--- src/rtl/lenet_ctrl_pkg.sv ---
// Shared types and defaults for the LeNet layer-chain scheduler.
package lenet_ctrl_pkg;

  typedef enum logic [2:0] {
    StIdle,
    StStart,
    StRun,
    StHold,
    StXfer,
    StReply
  } stage_state_e;

  localparam int unsigned DefNumLayers     = 4;
  localparam int unsigned DefTimeoutCycles = 4096;
  localparam int unsigned DefTimeoutW      = 13;
  localparam int unsigned DefFrameCntW     = 16;
  localparam int unsigned LayerIdxW        = 3;
  localparam int unsigned MaxLayers        = 8;

  // Index of the lowest set bit; 0 when none is set.
  function automatic logic [LayerIdxW-1:0] lowest_set(input logic [MaxLayers-1:0] v);
    lowest_set = '0;
    for (int i = MaxLayers - 1; i >= 0; i--) begin
      if (v[i]) lowest_set = LayerIdxW'(i);
    end
  endfunction

endpackage

--- src/rtl/layer_stage_ctrl.sv ---
// Handshake FSM for one layer engine, with a RUN-state watchdog counter.
module layer_stage_ctrl
  import lenet_ctrl_pkg::*;
#(
  parameter int unsigned TIMEOUT_CYCLES = DefTimeoutCycles,
  parameter int unsigned TIMEOUT_W      = DefTimeoutW,
  parameter bit          IS_LAST        = 1'b0
) (
  input  logic         clk,
  input  logic         reset,
  input  logic         go_start,
  input  logic         finished,
  input  logic         release_hold,
  input  logic         freeze,
  input  logic         force_reply,
  output stage_state_e state,
  output logic         enable,
  output logic         reply,
  output logic         timeout
);

  stage_state_e         state_q, state_d;
  logic [TIMEOUT_W-1:0] cnt_q, cnt_d;

  always_ff @(posedge clk or negedge reset) begin
    if (!reset) begin
      state_q <= StIdle;
      cnt_q   <= '0;
    end else begin
      state_q <= state_d;
      cnt_q   <= cnt_d;
    end
  end

  always_comb begin
    state_d = state_q;
    if (force_reply) begin
      if (state_q != StIdle) state_d = StReply;
    end else if (!freeze) begin
      unique case (state_q)
        StIdle:  if (go_start) state_d = StStart;
        StStart: state_d = StRun;
        StRun:   if (finished) state_d = StHold;
        StHold:  if (release_hold) state_d = IS_LAST ? StReply : StXfer;
        StXfer:  state_d = StReply;
        StReply: state_d = StIdle;
        default: state_d = StIdle;
      endcase
    end

    // Held at zero outside RUN, so entry to RUN always starts from a clean count.
    cnt_d = cnt_q;
    if (state_q != StRun) begin
      cnt_d = '0;
    end else if (!freeze && !force_reply && !finished) begin
      cnt_d = cnt_q + 1'b1;
    end
  end

  always_comb begin
    state   = state_q;
    enable  = (state_q == StStart);
    reply   = (state_q == StReply);
    timeout = (state_q == StRun) && !finished && !freeze && !force_reply &&
              (cnt_q == TIMEOUT_W'(TIMEOUT_CYCLES - 1));
  end

endmodule

--- src/rtl/lenet_layer_scheduler.sv ---
// Sequences a chain of layer engines so each layer can hold its own frame, with
// host handshake, per-layer watchdog and a completed-frame counter.
module lenet_layer_scheduler
  import lenet_ctrl_pkg::*;
#(
  parameter int unsigned NUM_LAYERS     = DefNumLayers,
  parameter int unsigned TIMEOUT_CYCLES = DefTimeoutCycles,
  parameter int unsigned TIMEOUT_W      = DefTimeoutW,
  parameter int unsigned FRAME_CNT_W    = DefFrameCntW
) (
  input  logic                   clk,
  input  logic                   reset,
  input  logic                   frame_valid,
  output logic                   frame_ready,
  output logic [NUM_LAYERS-1:0]  layer_enable,
  input  logic [NUM_LAYERS-1:0]  layer_finished,
  output logic [NUM_LAYERS-1:0]  layer_reply,
  output logic                   result_valid,
  input  logic                   result_ack,
  input  logic                   clear_error,
  output logic                   busy,
  output logic                   error,
  output logic [2:0]             error_layer,
  output logic [FRAME_CNT_W-1:0] frames_done
);

  stage_state_e            stage_state [NUM_LAYERS];
  logic [NUM_LAYERS-1:0]   go_start, release_hold, stage_enable, timeout;
  logic [MaxLayers-1:0]    timeout_vec;
  logic                    error_q;
  logic [LayerIdxW-1:0]    error_layer_q;
  logic [FRAME_CNT_W-1:0]  frames_done_q;
  logic                    last_hold;

  // Gated by reset directly so the host never sees ready while reset is held.
  assign frame_ready = reset && (stage_state[0] == StIdle) && !error_q;
  assign last_hold   = (stage_state[NUM_LAYERS-1] == StHold);

  for (genvar k = 0; k < NUM_LAYERS; k++) begin : g_stage
    if (k == 0) begin : g_first
      assign go_start[k] = frame_valid && frame_ready;
    end else begin : g_chain
      assign go_start[k] = (stage_state[k-1] == StHold) && (stage_state[k] == StIdle);
    end

    if (k == NUM_LAYERS - 1) begin : g_last
      assign release_hold[k] = result_ack;
    end else begin : g_mid
      assign release_hold[k] = (stage_state[k+1] == StIdle);
    end

    layer_stage_ctrl #(
      .TIMEOUT_CYCLES (TIMEOUT_CYCLES),
      .TIMEOUT_W      (TIMEOUT_W),
      .IS_LAST        (k == NUM_LAYERS - 1)
    ) u_stage (
      .clk          (clk),
      .reset        (reset),
      .go_start     (go_start[k]),
      .finished     (layer_finished[k]),
      .release_hold (release_hold[k]),
      .freeze       (error_q),
      .force_reply  (error_q && clear_error),
      .state        (stage_state[k]),
      .enable       (stage_enable[k]),
      .reply        (layer_reply[k]),
      .timeout      (timeout[k])
    );
  end

  always_comb begin
    timeout_vec = '0;
    timeout_vec[NUM_LAYERS-1:0] = timeout;
    busy = 1'b0;
    for (int k = 0; k < NUM_LAYERS; k++) begin
      if (stage_state[k] != StIdle) busy = 1'b1;
    end
  end

  always_ff @(posedge clk or negedge reset) begin
    if (!reset) begin
      error_q       <= 1'b0;
      error_layer_q <= '0;
      frames_done_q <= '0;
    end else begin
      if (error_q) begin
        if (clear_error) error_q <= 1'b0;
      end else if (|timeout) begin
        error_q       <= 1'b1;
        error_layer_q <= lowest_set(timeout_vec);
      end
      if (!error_q && last_hold && result_ack) frames_done_q <= frames_done_q + 1'b1;
    end
  end

  assign layer_enable = stage_enable & {NUM_LAYERS{!error_q}};
  assign result_valid = last_hold;
  assign error        = error_q;
  assign error_layer  = error_layer_q;
  assign frames_done  = frames_done_q;

endmodule

--- config.mk ---
export PLATFORM = sky130hd
export DESIGN_NAME = lenet_layer_scheduler
export DESIGN_NICKNAME = d
export VERILOG_FILES = /design/src/rtl/lenet_ctrl_pkg.sv /design/src/rtl/layer_stage_ctrl.sv /design/src/rtl/lenet_layer_scheduler.sv
export SDC_FILE = /design/constraint.sdc
export NUM_CORES = 1
export LEC_CHECK = 0
export ABC_AREA = 1
export CORE_ASPECT_RATIO = 1.75
export CORE_MARGIN = 2
export CORE_UTILIZATION = 50
export DETAILED_ROUTE_END_ITERATION = 16
export GPL_TIMING_DRIVEN = 0
export PLACE_DENSITY = 0.7
export SLEW_MARGIN = 10
export SYNTH_ARGS = -nofsm -noshare
export SYNTH_HDL_FRONTEND = slang
export SYNTH_SLANG_ARGS = --single-unit
--- constraint.sdc ---
create_clock -name clk -period 1.9 [get_ports clk]
set_input_delay 0.475 -clock clk [delete_from_list [all_inputs] [get_ports clk]]
set_output_delay 0.475 -clock clk [all_outputs]
set_load 0.05 [all_outputs]
Word level (Yosys, flattened, before mapping)
Cells that the tools add are included.

$add $sub $neg: 5. Multipliers: 0. Divide/modulo/power cells: 0. Magnitude comparators: 0. Equality and inequality tests: 45. Shift operators: 0. Muxes and demuxes: 47. Bitwise operators: 2. Reductions and logical operators: 54.

Operators with widths (count): $mux W13 (8); $mux W3 (27); $pmux W3 S5 (4); $add A13 B1 Y13 const B (4); $eq A13 B12 Y1 const B (4); $logic_and A1 B1 Y1 (30); $ne A3 B2 Y1 const B (9); $eq A3 B2 Y1 const B (8); $eq A3 B3 Y1 const B (8); $reduce_and A5 Y1 (4); $add A16 B1 Y16 const B (1); $ne A3 B1 Y1 const B (5); $eq A3 B1 Y1 const B (4); $logic_not A3 Y1 (4); $reduce_bool A3 Y1 (4); $ne A2 B2 Y1 const B (4); $reduce_bool A2 Y1 (4); $mux W1 (7); $logic_not A1 Y1 (6); $ne A3 B3 Y1 const B (2); $and A4 B4 Y4 (1); $reduce_or A4 Y1 (1); $mux W2 (1); $ne A2 B1 Y1 const B (1); 2 further kinds (2).

Bits in registers: 84. Bits in latches: 0. Bits in writable memories: 0. ROM bits: 0. Bits of input ports: 9. Memories kept: 0.

Depth between registers and ports, before layout
Word-level depth: 9. Depth in mapped cells: 10. Gate-level depth less buffers: 10.

Modules after synthesis
Synthesis repeated with hierarchy kept, for this count alone.

Cell total of the unflattened synthesis: 752. Area, all modules: 5387.7 um^2.

Modules (own cells, without submodules): layer_stage_ctrl at g_stage[0].u_stage ... (times used 3, cells an instance 147, area each 1059.8 um^2); lenet_layer_scheduler (times used 1, cells an instance 160, area each 1201.2 um^2); layer_stage_ctrl at g_stage[3].u_stage (times used 1, cells an instance 151, area each 1007.2 um^2).

Worst setup path after synthesis
No wires, ideal clock.

Path type: register to output. From: register error_q (netlist: error). To: output port frame_ready. Arrival time: 1.616 ns. Data required time: 1.425 ns. Slack: -0.191 ns. Cell stages (with the launch flop): 5. Buffers on the path: 1. Path through: dfrtp_1 buf_6 inv_2 nand2_1 nor2_1.

Word-level cells in the longest chain between the ends: 2.

RTL lines: start: declaration (RTL line lenet_layer_scheduler.sv:30) `logic error_q;`; start signal: assignment (RTL line lenet_layer_scheduler.sv:82) `error_q <= 1'b0;`; start signal: assignment (RTL line lenet_layer_scheduler.sv:87) `if (clear_error) error_q <= 1'b0;`; start signal: assignment (RTL line lenet_layer_scheduler.sv:89) `error_q <= 1'b1;`; $logic_not A1 Y1; $logic_and A1 B1 Y1 (RTL line lenet_layer_scheduler.sv:36) `assign frame_ready = reset && (stage_state[0] == StIdle) && !error_q;`; end: declaration (RTL line lenet_layer_scheduler.sv:14) `output logic frame_ready,`.

Every way passes these cells.

Final worst setup path
From: register g_stage[1].u_stage.state_q[0]. To: output port busy.

Word-level cells in the longest chain between the ends: 4.

RTL lines: start: declaration (RTL line layer_stage_ctrl.sv:22) `stage_state_e state_q, state_d;`; start signal: assignment (RTL line layer_stage_ctrl.sv:27) `state_q <= StIdle;`; start signal: assignment (RTL line layer_stage_ctrl.sv:30) `state_q <= state_d;`; $reduce_bool A3 Y1 (RTL line lenet_layer_scheduler.sv:76) `if (stage_state[k] != StIdle) busy = 1'b1;`; $mux W1 (3 in a row) (RTL line lenet_layer_scheduler.sv:76); end: declaration (RTL line lenet_layer_scheduler.sv:21) `output logic busy,`.

Every way passes these cells.

==> impl_metrics.ini <==
[layout]
flow.area_growth_from_synthesis_pct = 18.99
layout_commonest_cell = nand2_1
layout-drive-gt1-share = 0.1120
most-common-layout-cells = nand2_1, inv_1, dfrtp_1, nor2_1, nand3_1
filler_cell_count = 873
antennaDiodeCount = 0
finalNetCount = 732

[global_route]
grt_max_degree = 48
grt-busiest-layer = met2
initial_antenna_violation_count = 0
grt_pass1_vias = 4246
grt_usage = 0.2190
globalRouteOverflowTotal = 0
met2_usage = 0.4128
grt_first_pass_wirelength_um = 18360
grt.met3_usage = 0.03997
grt.met1_usage = 0.2372

[floorplanning]
die-height_um = 133.4
coreArea_sq_um = 9409
floorplan.die_area_sq_um = 10400
chipWidth_um = 77.94
initial_core_util = 0.5084
rows = 47
pin_count = 40

[pwr]
worst_ir_drop_vdd_mv = 0.9511
cellPowerDensity_nw_per_um2 = 1147
power.leakage_nw = 2.796
total_power_mw = 6.529

[sta]
setup_tns_ns = 0
clock_period_minus_worst_slack_ns = 1.894
fmaxAchievable_ghz = 0.5281
period_share = 0.9967
grt_setup_unrepaired = true
finalMaxSlewViolations = 0
whs_ns = 0.04017
report.final.hold_viol_count = 0
report.final.setup_viol = 0
finClkSkew_ns = 0.008391
slew-limit-headroom = 0.6592
final_worst_setup_slack_ns = 0.006317
tightestPinTransition_ns = 0.5133

[drt]
num_vias = 4437
drt-pass1-iter-count = 5
detail_route.drc_violations = 0
post_drt_via_cell_ratio = 5.251
detail-route-antenna-nets = 0
drt-total-wl_um = 10960
wl_per_cell_um = 12.98
drt_first_iter_violations = 201

[critical_path]
worst_r2r_startpoint = error
worst_setup_path_end_kind = output port
critPathRequiredTime_ns = 1.42
start_kind = flop
critical_path_peak_fanout = 5
critical_path_class = reg -> out
worstSetupStartpoint = g_stage[1].u_stage.state[0]
data_arrival_time_of_the_worst_path_ns = 1.42

[flow_run]
max_cap_viol_count = 0

[clocking]
htree_num_levels = 3
clock-root-buffer = clkbuf_16
post_cts_hold_buffer_count = 0
cts_tree = yes
deepest_clock_path_buffer_count = 2
numCtsBuffers = 9
cts_sinks = 83
clkSlewWorstSetupHoldPaths_ns = 0.06
clkLatencyLatePin_ns = 0.34

[logic_synthesis]
netlist_top_cells_area = dfrtp_1, nand2_1, inv_1
post-synth-top-area-fraction = 0.4342
ys_warn_count = 0
synth.largest_area_cell = dfrtp_1
synth-simple-area-share = 0.3395
postSynthNetCount = 679
synth.area.mux_share = 0
synth_cells = 665
netlist-cell-type-count = 35
post_synth_xor_area_fraction = 0.01831
synthesized_cell_area_sq_um = 4783
fraction_of_the_mapped_netlist_area_in_compound_gates = 0.1020
synthAdderAreaFrac = 0.01308
syn_area_per_cell_sq_um = 7.193
ys_seq_area_frac = 0.4342
ys_seq_elements = 83
main_combinational_cell_family_by_area_after_synthesis = simple AND/OR/NAND/NOR gates

[place]
numPortBuffers = 38
post-place-ws_ns = -0.6225
post-dp-hpwl_um = 7990
routabilityCongestion = 0.8576

[worst_hold_path]
min-delay-path-class = in -> async

[run_status]
run_status = finished, final reports clean
-- cell type report --
class	count	area [sq um]	area share
multi-input combinational	473	2303	0.4047
sequential	83	2083	0.3660
timing repair buffer	42	387.9	0.06815
inverter	99	379.1	0.06661
clock buffer	15	277.8	0.04880
tap	122	152.6	0.02682
buffer	10	77.57	0.01363
clock inverter	1	30.03	0.005276
-- per-stage QoR --
step	utilization	cells	area, sq um
after floorplan	-	665	4786
after global placement	0.5653	825	5319
after detailed placement	0.5680	826	5344
after CTS	0.5985	843	5632
after global routing	0.6049	845	5692
final	0.6049	845	5692
-- path summary, 6_finish.rpt --
check                                               end  slack (ns)  depth (start not counted)
max                                                busy       0.006                          5
min                        g_stage[3].u_stage.cnt_q[10]        0.04                          1
max reg2reg                 g_stage[0].u_stage.state[2]        0.16                          8
min reg2reg                g_stage[0].u_stage.cnt_q[10]        0.47                          1
max in group asynchronous   g_stage[3].u_stage.state[0]        1.31                          2
min in group clk           g_stage[0].u_stage.cnt_q[10]        0.47                          1
-- Yosys cell counts --
| master | number |
|---|---|
| buf_2 | 4 |
| buf_6 | 1 |
| nand4_1 | 19 |
| buf_4 | 5 |
| inv_2 | 5 |
| o21a_1 | 1 |
| or2_1 | 2 |
| o21ai_1 | 9 |
| o211ai_1 | 2 |
| dfrtp_1 | 83 |
| inv_1 | 94 |
| a22o_1 | 2 |
| conb_1 | 1 |
| nand3b_2 | 1 |
| nand2_4 | 1 |
| nor3_4 | 1 |
| nor3_1 | 22 |
| nor3_2 | 2 |
| o21bai_1 | 5 |
| xnor2_1 | 2 |
| o22ai_1 | 1 |
| a31oi_1 | 3 |
| and3_1 | 2 |
| nor2_4 | 4 |
| nand3_1 | 45 |
| nand2_1 | 183 |
| o21ai_0 | 36 |
| nand3_4 | 1 |
| nand3b_1 | 1 |
| nor2_2 | 6 |
| nand3_2 | 1 |
| xor2_1 | 8 |
| a21oi_1 | 32 |
| nor2_1 | 75 |
| ha_1 | 5 |
-- timing repair --
item,in CTS,in global routing
pin swaps,2,1
endpoints found under the hold margin,0,0
gates cloned,0,0
buffers inserted,1,2
setup endpoints to repair,30,14
gates resized for setup,93,20
-- cell families (layout without fill, tap and decap cells) --
logic type | count (synthesis) | after routing
buf+inv | 109 | 167
simple gates | 366 | 366
flops | 83 | 83
xor+xnor | 10 | 10
other cells | 1 | 1
compound gates | 91 | 91
fa+ha+maj | 5 | 5
-- report_power, final --
part | internal, mW | switching, mW | leakage (nW) | total (mW)
sequential | 2.00 | 0.254 | 1.11 | 2.25
clock | 1.13 | 0.671 | 0.150 | 1.80
combinational | 0.759 | 1.72 | 1.53 | 2.48
total | 3.88 | 2.65 | 2.80 | 6.53
-- state kept, by name, summed over array words and instances, names as in the netlist --
signal	cells
g_stage.u_stage.cnt_q	52
frames_done	16
g_stage.u_stage.state	12
error_layer	2
error	1
-- worst max-delay path, cell delays in order (launching register included) --
cell and delay (ns):
dfrtp_1 0.41, inv_1 0.12, nand2_1 0.10, nor2_2 0.18, nand3_2 0.11, buf_6 0.16
-- metal layers --
metal | wire, um | part of all wire
met1 | 4421 | 0.40
met4 | 205 | 0.019
met3 | 364 | 0.033
met2 | 5972 | 0.54
met5 | 0 | 0
Power figures use the tool's default switching activity.
